`src/rtl/cpu_pkg.sv`:
```
// Shared CPU package: RV32I opcode constants, well-known instruction words
// and the default reset PC used by the fetch stage.
package cpu_pkg;

   localparam logic [6:0] OPCODE_LUI    = 7'b0110111;
   localparam logic [6:0] OPCODE_AUIPC  = 7'b0010111;
   localparam logic [6:0] OPCODE_OP     = 7'b0110011;
   localparam logic [6:0] OPCODE_OP_IMM = 7'b0010011;
   localparam logic [6:0] OPCODE_LOAD   = 7'b0000011;
   localparam logic [6:0] OPCODE_STORE  = 7'b0100011;
   localparam logic [6:0] OPCODE_BRANCH = 7'b1100011;
   localparam logic [6:0] OPCODE_JAL    = 7'b1101111;
   localparam logic [6:0] OPCODE_JALR   = 7'b1100111;
   localparam logic [6:0] OPCODE_SYSTEM = 7'b1110011;

   localparam logic [31:0] INST_NOP   = 32'h0000_0013;
   localparam logic [31:0] INST_ECALL = 32'h0000_0073;

   localparam logic [31:0] RESET_PC_DEFAULT = 32'h0000_0000;

endpackage

```
`src/rtl/fetch_unit_if.sv`:
```
// Instruction-memory bus between the fetch stage and an asynchronous-read memory.
//   I_MEM_ADDR : word address driven by fetch
//   I_MEM_DI   : instruction word returned combinationally by memory
interface fetch_unit_if #(
   parameter int unsigned IMEM_AW = 12
);

   logic [IMEM_AW-1:0] I_MEM_ADDR;
   logic [31:0]        I_MEM_DI;

   modport master (output I_MEM_ADDR, input I_MEM_DI);
   modport slave  (input I_MEM_ADDR, output I_MEM_DI);

endinterface

```
`src/rtl/pc_next_mux.sv`:
```
// Next-PC selection, purely combinational.
//   pc_i, imm_i, alu_result_i         : operands
//   jump_i, jal_or_jalr_i, branch_i,
//   bcond_i                           : control / compare inputs
//   pc_next_o                         : word-aligned committed target
//   misalign_o                        : raw target had bit 1 set
module pc_next_mux (
   input  logic [31:0] pc_i,
   input  logic [31:0] imm_i,
   input  logic [31:0] alu_result_i,
   input  logic        jump_i,
   input  logic        jal_or_jalr_i,
   input  logic        branch_i,
   input  logic        bcond_i,
   output logic [31:0] pc_next_o,
   output logic        misalign_o
);

   logic [31:0] target;

   always_comb begin
      target = pc_i + 32'd4;
      // Jump outranks branch when both are asserted.
      if (jump_i && jal_or_jalr_i) begin
         target = alu_result_i & 32'hFFFF_FFFE;
      end else if (jump_i) begin
         target = pc_i + imm_i;
      end else if (branch_i && bcond_i) begin
         target = pc_i + imm_i;
      end
      misalign_o = target[1];
      pc_next_o  = target & 32'hFFFF_FFFC;
   end

endmodule

```
`src/rtl/fetch_unit.sv`:
```
// Instruction fetch / PC stage of the multi-cycle CPU.
//   CLK, RSTn          : clock, synchronous active-low reset
//   PCWrite            : commit next PC, instruction retires
//   Jump, JALorJALR,
//   Branch, BCOND      : target selection
//   ALU_RESULT, IMM    : target operands
//   imem               : instruction-memory bus (address out, word in)
//   INST, PC, PC_PLUS4 : current instruction, its PC and link value
//   NUM_INST           : retired-instruction count
//   HALT, MISALIGN     : sticky status flags
module fetch_unit
   import cpu_pkg::*;
#(
   parameter logic [31:0] RESET_PC = RESET_PC_DEFAULT,
   parameter int unsigned IMEM_AW  = 12
) (
   input  logic                CLK,
   input  logic                RSTn,
   input  logic                PCWrite,
   input  logic                Jump,
   input  logic                JALorJALR,
   input  logic                Branch,
   input  logic                BCOND,
   input  logic [31:0]         ALU_RESULT,
   input  logic [31:0]         IMM,
   fetch_unit_if.master        imem,
   output logic [31:0]         INST,
   output logic [31:0]         PC,
   output logic [31:0]         PC_PLUS4,
   output logic [31:0]         NUM_INST,
   output logic                HALT,
   output logic                MISALIGN
);

   logic [31:0] pc_q, pc_d;
   logic [31:0] ir_q, ir_d;
   logic        f_q, f_d;
   logic [31:0] num_inst_q, num_inst_d;
   logic        halt_q, halt_d;
   logic        misalign_q, misalign_d;

   logic [31:0] pc_next;
   logic        target_misalign;
   logic        accept;

   pc_next_mux u_pc_next_mux (
      .pc_i          (pc_q),
      .imm_i         (IMM),
      .alu_result_i  (ALU_RESULT),
      .jump_i        (Jump),
      .jal_or_jalr_i (JALorJALR),
      .branch_i      (Branch),
      .bcond_i       (BCOND),
      .pc_next_o     (pc_next),
      .misalign_o    (target_misalign)
   );

   always_comb begin
      accept     = PCWrite && !halt_q;
      pc_d       = accept ? pc_next : pc_q;
      f_d        = accept;
      // Halted state freezes IR even if a fetch cycle was still pending.
      ir_d       = (f_q && !halt_q) ? imem.I_MEM_DI : ir_q;
      num_inst_d = num_inst_q + {31'd0, accept};
      misalign_d = misalign_q | (accept & target_misalign);
      // ECALL is recognised once it sits in IR (decode cycle, F=0).
      halt_d     = halt_q | (!f_q && (ir_q == INST_ECALL));
   end

   always_ff @(posedge CLK) begin
      if (!RSTn) begin
         pc_q       <= RESET_PC;
         ir_q       <= INST_NOP;
         f_q        <= 1'b1;
         num_inst_q <= 32'd0;
         halt_q     <= 1'b0;
         misalign_q <= 1'b0;
      end else begin
         pc_q       <= pc_d;
         ir_q       <= ir_d;
         f_q        <= f_d;
         num_inst_q <= num_inst_d;
         halt_q     <= halt_d;
         misalign_q <= misalign_d;
      end
   end

   assign imem.I_MEM_ADDR = pc_q[IMEM_AW+1:2];
   assign INST            = f_q ? imem.I_MEM_DI : ir_q;
   assign PC              = pc_q;
   assign PC_PLUS4        = pc_q + 32'd4;
   assign NUM_INST        = num_inst_q;
   assign HALT            = halt_q;
   assign MISALIGN        = misalign_q;

endmodule

```
`src/flat_wrapper.sv`:
```
// flat-port wrapper written by rule: the top's interface ports become plain ports
module fetch_unit_flat import cpu_pkg::*;
#(
   parameter logic [31:0] RESET_PC = RESET_PC_DEFAULT,
   parameter int unsigned IMEM_AW  = 12
)
  (CLK, RSTn, PCWrite, Jump, JALorJALR, Branch, BCOND, ALU_RESULT, IMM, INST, PC, PC_PLUS4, NUM_INST, HALT, MISALIGN, imem_I_MEM_ADDR, imem_I_MEM_DI);
  fetch_unit_if #(.IMEM_AW(IMEM_AW)) imem_i ();
  input  logic CLK;
  input  logic RSTn;
  input  logic PCWrite;
  input  logic Jump;
  input  logic JALorJALR;
  input  logic Branch;
  input  logic BCOND;
  input  logic [31:0] ALU_RESULT;
  input  logic [31:0] IMM;
  output logic [31:0] INST;
  output logic [31:0] PC;
  output logic [31:0] PC_PLUS4;
  output logic [31:0] NUM_INST;
  output logic HALT;
  output logic MISALIGN;
  output wire logic [$bits(imem_i.I_MEM_ADDR)-1:0] imem_I_MEM_ADDR;
  input wire logic [$bits(imem_i.I_MEM_DI)-1:0] imem_I_MEM_DI;
  assign imem_I_MEM_ADDR = imem_i.I_MEM_ADDR;
  assign imem_i.I_MEM_DI = imem_I_MEM_DI;
  fetch_unit #(.RESET_PC(RESET_PC), .IMEM_AW(IMEM_AW)) u_core (.CLK(CLK), .RSTn(RSTn), .PCWrite(PCWrite), .Jump(Jump), .JALorJALR(JALorJALR), .Branch(Branch), .BCOND(BCOND), .ALU_RESULT(ALU_RESULT), .IMM(IMM), .imem(imem_i), .INST(INST), .PC(PC), .PC_PLUS4(PC_PLUS4), .NUM_INST(NUM_INST), .HALT(HALT), .MISALIGN(MISALIGN));
endmodule
```
`config.mk`:
```
export PLATFORM = sky130hd
export DESIGN_NAME = fetch_unit_flat
export DESIGN_NICKNAME = d
export VERILOG_FILES = /design/src/rtl/cpu_pkg.sv /design/src/rtl/fetch_unit_if.sv /design/src/rtl/pc_next_mux.sv /design/src/rtl/fetch_unit.sv /design/src/flat_wrapper.sv
export SDC_FILE = /design/constraint.sdc
export NUM_CORES = 1
export LEC_CHECK = 0
export BUFFER_PORTS_ARGS = -buffer_cell sky130_fd_sc_hd__buf_2
export CAP_MARGIN = 10
export CORE_ASPECT_RATIO = 1.5
export CORE_MARGIN = 2
export CORE_UTILIZATION = 34
export CTS_CLUSTER_SIZE = 20
export DETAILED_ROUTE_END_ITERATION = 12
export SYNTH_ARGS = -nofsm -noshare
export SYNTH_HDL_FRONTEND = slang
export SYNTH_SLANG_ARGS = --single-unit
export TNS_END_PERCENT = 5
```
`constraint.sdc`:
```
create_clock -name CLK -period 6.3 [get_ports CLK]
set_input_delay 1.575 -clock CLK [delete_from_list [all_inputs] [get_ports CLK]]
set_output_delay 1.575 -clock CLK [all_outputs]
set_load 0.005 [all_outputs]
```
After elaboration in Yosys (flattened, before gate mapping) --
Cells that the tools add are included.
Word-level totals: flip-flop bits (word level) 97, latch bits 0, bits in writable memories 0, memory bits (read-only) 0, bits of input ports 103, output and inout bits 142, logic and storage cells 24, memories kept 0
Operators by class: add/sub/neg operators 3, multiply operators 0, divide/modulo/power cells 0, $lt $le $gt $ge 0, equal/unequal tests 1, shift-type cells 0, muxes and demuxes 4, bitwise logic cells 3, reductions and logical operators 7
Operator list (number):
- 32-bit two-way mux | 4
- 32-bit by 1-bit adder with 32-bit output | 1
- 32-bit by 3-bit adder with 32-bit output (second input constant) | 1
- 32-bit adder | 1
- 32-bit by 7-bit equality test with 1-bit output (second input constant) | 1
- 1-bit logical AND | 5
- 1-bit logical NOT | 2
- 1-bit OR | 2
- 1-bit bitwise AND | 1

Logic depth before layout (Yosys ltp) --
depth after elaboration 6, gate-level depth with buffers 14, gate-level depth less buffers 11

Hierarchy --
From an unflattened synthesis, not the netlist that was laid out.
Unflattened totals: cells, all modules 1030, area total of the unflattened synthesis 7713.6 µm²
Modules (own cells, without submodules):
- fetch_unit | times used 1, cells each 603, area an instance 4882.2 µm², sequential area each 1981.9 µm²
- pc_next_mux | times used 1, cells each 427, area an instance 2831.5 µm², sequential area each 0.0 µm²

Worst setup path after synthesis --
Ideal clock, no wire load.
kind input port to flip-flop, from input PCWrite, to register u_core.num_inst_q[31], in the netlist u_core.NUM_INST[31], setup time 0.070 ns, arrival time 4.122 ns, data required time 6.230 ns, slack 2.108 ns, stages on the path 12, path buffers 3, path through nand2b_1 > clkbuf_1 > inv_1 > clkbuf_1 > buf_1 > ha_1 > and3_1 > nand3_1 > or3_1 > or2_1 > or3_1 > a21boi_1
On the way: cells in the longest elaborated chain, start to end 2
RTL lines:
- start, declared | line flat_wrapper.sv:11 | input logic PCWrite;
- 1-bit logical AND | line fetch_unit.sv:59 | accept = PCWrite && !halt_q;
- net u_core.accept | line fetch_unit.sv:44 | logic accept;
- 32-bit by 1-bit adder with 32-bit output | line fetch_unit.sv:64 | num_inst_d = num_inst_q + {31'd0, accept};
- end signal, assigned | line fetch_unit.sv:82 | num_inst_q <= num_inst_d;
- end, declared | line fetch_unit.sv:38 | logic [31:0] num_inst_q, num_inst_d;
The timed path passes the listed nets, and every way through them passes these cells. A chain may end at the register's enable or synchronous reset.

Final worst setup path --
from register u_core.pc_q[2], in the netlist u_core.PC[2], to output PC_PLUS4[26]
On the way: cells in the longest elaborated chain, start to end 1
RTL lines:
- start, declared | line fetch_unit.sv:35 | logic [31:0] pc_q, pc_d;
- start signal, assigned | line fetch_unit.sv:79 | pc_q <= pc_d;
- 32-bit by 3-bit adder with 32-bit output | line fetch_unit.sv:91 | assign PC_PLUS4 = pc_q + 32'd4;
- end, declared | line flat_wrapper.sv:20 | output logic [31:0] PC_PLUS4;
Every way passes these cells.

==> impl_metrics.json <==
{
  "hold_path_class": "flop to flop",
  "crit_start": "u_core.PC[2]$_SDFFE_PN0P_",
  "power_density_nw_per_um2": 207,
  "hold_end": "u_core.MISALIGN$_SDFF_PN0_",
  "timing.fmax_ghz": 0.217,
  "ioPinCount": 245,
  "clock_skew_ns": 0.00915,
  "hold_depth": 1,
  "switching_share_pct": 34.9,
  "setup_tns_ns": 0,
  "pwr-share-clk_pct": 31.4,
  "synth_top_cell_area_share_pct": 28.0,
  "critPathMaxFanout": 7,
  "cp_cell_sequence": "ha_1 > and4_1 > nand4_1 > nor2_1 > nand4_1 > xnor2_1 > buf_2",
  "setup_viol": 0,
  "rsz0062_at_grt": "no",
  "gp_congestion": 0.920,
  "route.vias.total": 7282,
  "cts_tree": "yes",
  "ys_seq_area_share_pct": 28.0,
  "hold_viol_final": 0,
  "outcome": "completed",
  "synth-edff-count": 0,
  "fin_crit_sh_pct": 73.0,
  "power.share.sequential_pct": 39.6,
  "antenna_found_initial": 0,
  "register_area_um2": 1940,
  "layout_commonest_cell": "buf_2",
  "hold_start": "u_core.MISALIGN$_SDFF_PN0_",
  "synth_top_family_by_area": "simple AND/OR/NAND/NOR gates",
  "rows": 64,
  "synth_flop_cell": "dfxtp_1",
  "start_util_pct": 34.4,
  "first_pass_iters": 5,
  "synth_simple_gate_area_share_pct": 24.4,
  "drive_above_1_share_pct": 28.4,
  "drv_slew": 0,
  "cts.hold.buffers_added": 0,
  "drt_iter0_drc": 382,
  "startpoint_type": "flop",
  "critPathBufInv": 1,
  "die_w_um": 121,
  "max_slew.worst_pin.slew_ns": 0.740,
  "nFillCells": 2164,
  "netlist_area_um2": 6940,
  "critical_path_arrival_ns": 3.03,
  "yosys.area.top_type": "dfxtp_1",
  "clk_path_buf_depth": 2,
  "postSynthCellCount": 883,
  "area_delta_synth_final_pct": 23.0,
  "worstReg2RegStart": "u_core.PC[2]$_SDFFE_PN0P_",
  "p_total_w": 0.00177,
  "grt_pass1_wl_mm": 35.7,
  "synth_compound_area_share_pct": 21.7,
  "clk_pin_slew_ns": 0.07,
  "slew_headroom_pct": 50.7,
  "synth_area_per_cell_um2": 7.86,
  "routed_wl_mm": 23.6,
  "via_per_inst": 5.39,
  "power_frac_comb_pct": 29.0,
  "power_switching_w": 0.000617,
  "clock_sinks": 97,
  "min_period_ns": 4.60,
  "r2r-end": "u_core.PC[26]$_SDFFE_PN0P_",
  "dieArea_um2": 21600,
  "ys_types": 70,
  "drc_errors": 0,
  "async_reset_ff_share_pct": 0,
  "cp-end-kind": "output port",
  "yosys.area_share.adder_pct": 6.06,
  "dp_hpwl_mm": 17.7,
  "p_leak_nw": 3.99,
  "synth_xor_area_share_pct": 9.21,
  "die_h_um": 179,
  "required_ns": 4.72,
  "cpPeakStageDelay_ns": 0.52,
  "reg2reg_slack_ns": 3.22,
  "clock_latency_ns": 0.37,
  "cp_slowest_cell": "nand4_1",
  "synth_area_leaders": "dfxtp_1 28%, nand2_1 8.2%, xnor2_1 5.8%, ha_1 5.8%, mux2_2 5.4%",
  "wl_per_cell_um": 17.5,
  "finalNetCount": 1218,
  "ys_ff_latch": 97,
  "num_antenna_cells": 0,
  "cts_made_buffers": 9,
  "core-area_um2": 20200,
  "path_delay_family": "simple AND/OR/NAND/NOR gates",
  "maxCapViolCount": 0,
  "muxShareOfSynthArea_pct": 5.64,
  "root_buffer": "clkbuf_16",
  "layout_common_cells": "238 x buf_2, 152 x nand2_1, 97 x dfxtp_1, 55 x a21oi_1, 46 x xnor2_1",
  "grt_max_degree": 54,
  "drtAntennaViolNets": 0,
  "grt_pass1_vias": 6924,
  "grt_overflow": 0,
  "worst_r2r_path_depth": 9,
  "ir_drop_v": 0.000115,
  "yosys_warnings": 0,
  "htree_levels": 3,
  "grt_usage_pct": 21.2,
  "portBuffers": 238,
  "internal_power_w": 0.00115,
  "ctsResizeCount": 0,
  "cts_setup_buffers": 0,
  "cp_common_cell": "nand4_1",
  "critical_path_class": "flop to output port",
  "post-route-util_pct": 42.3,
  "multi_input_area_um2": 4670
}
synth_stat cells (all sizes together) (4+ instances only):
cell type,instances
a21o,19
o21ai,33
and2,34
nand2b,4
dfxtp,97
nor4,11
inv,14
o221ai,9
buf,20
mux2,33
o211ai,10
ha,32
nand4,22
a21boi,39
nor2b,4
a22o,7
xnor2,46
clkbuf,42
xor2,27
nand2,152
nor3,11
and3,9
and4,8
nor2,45
nand3,33
a2111oi,5
or3,10
a21oi,57
a211oi,6
metal layers:
metal  part of all wire, %  wire [µm]  global-route usage (%)
met1                    39       9300                    23.9
met2                    51      12100                    38.0
met3                   4.6       1080                    3.21
met4                   4.5       1060                    11.4
met5                     0          0                       0
area by class of cell:
type	count	area share, %
Clock buffer	9	2.64
Timing Repair Buffer	247	14.7
Clock inverter	7	0.704
Inverter	14	0.616
Multi-Input combinational cell	713	54.7
Sequential cell	97	22.7
Tap cell	264	3.87
power by group through the flow:
| stage | Sequential, W | Clock [W] | Combinational [W] |
|---|---|---|---|
| finish | 0.000701 | 0.000555 | 0.000514 |
| global route | 0.000708 | 0.000591 | 0.000570 |
| CTS | 0.000700 | 0.000568 | 0.000514 |
| detailed placement | 0.000715 | 0 | 0.000511 |
| global placement | 0.000714 | 0 | 0.000508 |
| floorplan | 0.000701 | 0 | 0.000337 |
stage by stage:
| stage | hold WS, ns | instance area, µm² | cells | setup slack, ns |
|---|---|---|---|---|
| final | 0.468 | 8540 | 1351 | 1.70 |
| after global routing | 0.513 | 8540 | 1351 | 1.52 |
| after global placement | 0.450 | 8250 | 1335 | 2.04 |
| after detailed placement | 0.458 | 8250 | 1335 | 2.05 |
| after CTS | 0.475 | 8540 | 1351 | 1.64 |
| after floorplan | 0.451 | 6950 | 886 | 2.11 |
kinds of logic after synthesis:
| kind of cell | Yosys count |
|---|---|
| AO/OA/AOI/OAI | 218 |
| XOR/XNOR | 73 |
| adder cells (fa/ha/maj) | 33 |
| buffers and inverters | 76 |
| flip-flops | 97 |
| multiplexers | 35 |
| other | 1 |
| AND/OR/NAND/NOR | 350 |
sequential cells by signal, indices dropped and copies added, names as in the netlist:
register,cells
u_core.HALT,1
u_core.PC,30
u_core.ir_q,32
u_core.NUM_INST,32
u_core.MISALIGN,1
u_core.f_q,1
how the worst max path moves through the flow:
stage / to / slack, ns / cells past startpoint
2_1_floorplan: u_core.NUM_INST[31]$_SDFF_PN0_ / 2.11 / 12
3_3_place_gp: u_core.PC[22]$_SDFFE_PN0P_ / 2.04 / 11
3_5_place_dp: u_core.PC[22]$_SDFFE_PN0P_ / 2.05 / 11
4_1_cts: PC_PLUS4[26] / 1.64 / 7
5_1_grt: PC_PLUS4[28] / 1.52 / 7
6_report: PC_PLUS4[26] / 1.70 / 7
worst register-to-register path, cell delays in order, from the launching register on:
cell and delay (ns):
dfxtp_1 0.50, ha_1 0.29, and4_1 0.37, nand4_1 0.52
nor2_1 0.45, nand4_1 0.22, a21oi_1 0.18, o221ai_1 0.12
a21oi_1 0.19, o311a_1 0.18
Note: power is estimated with default switching activity, not from simulation.
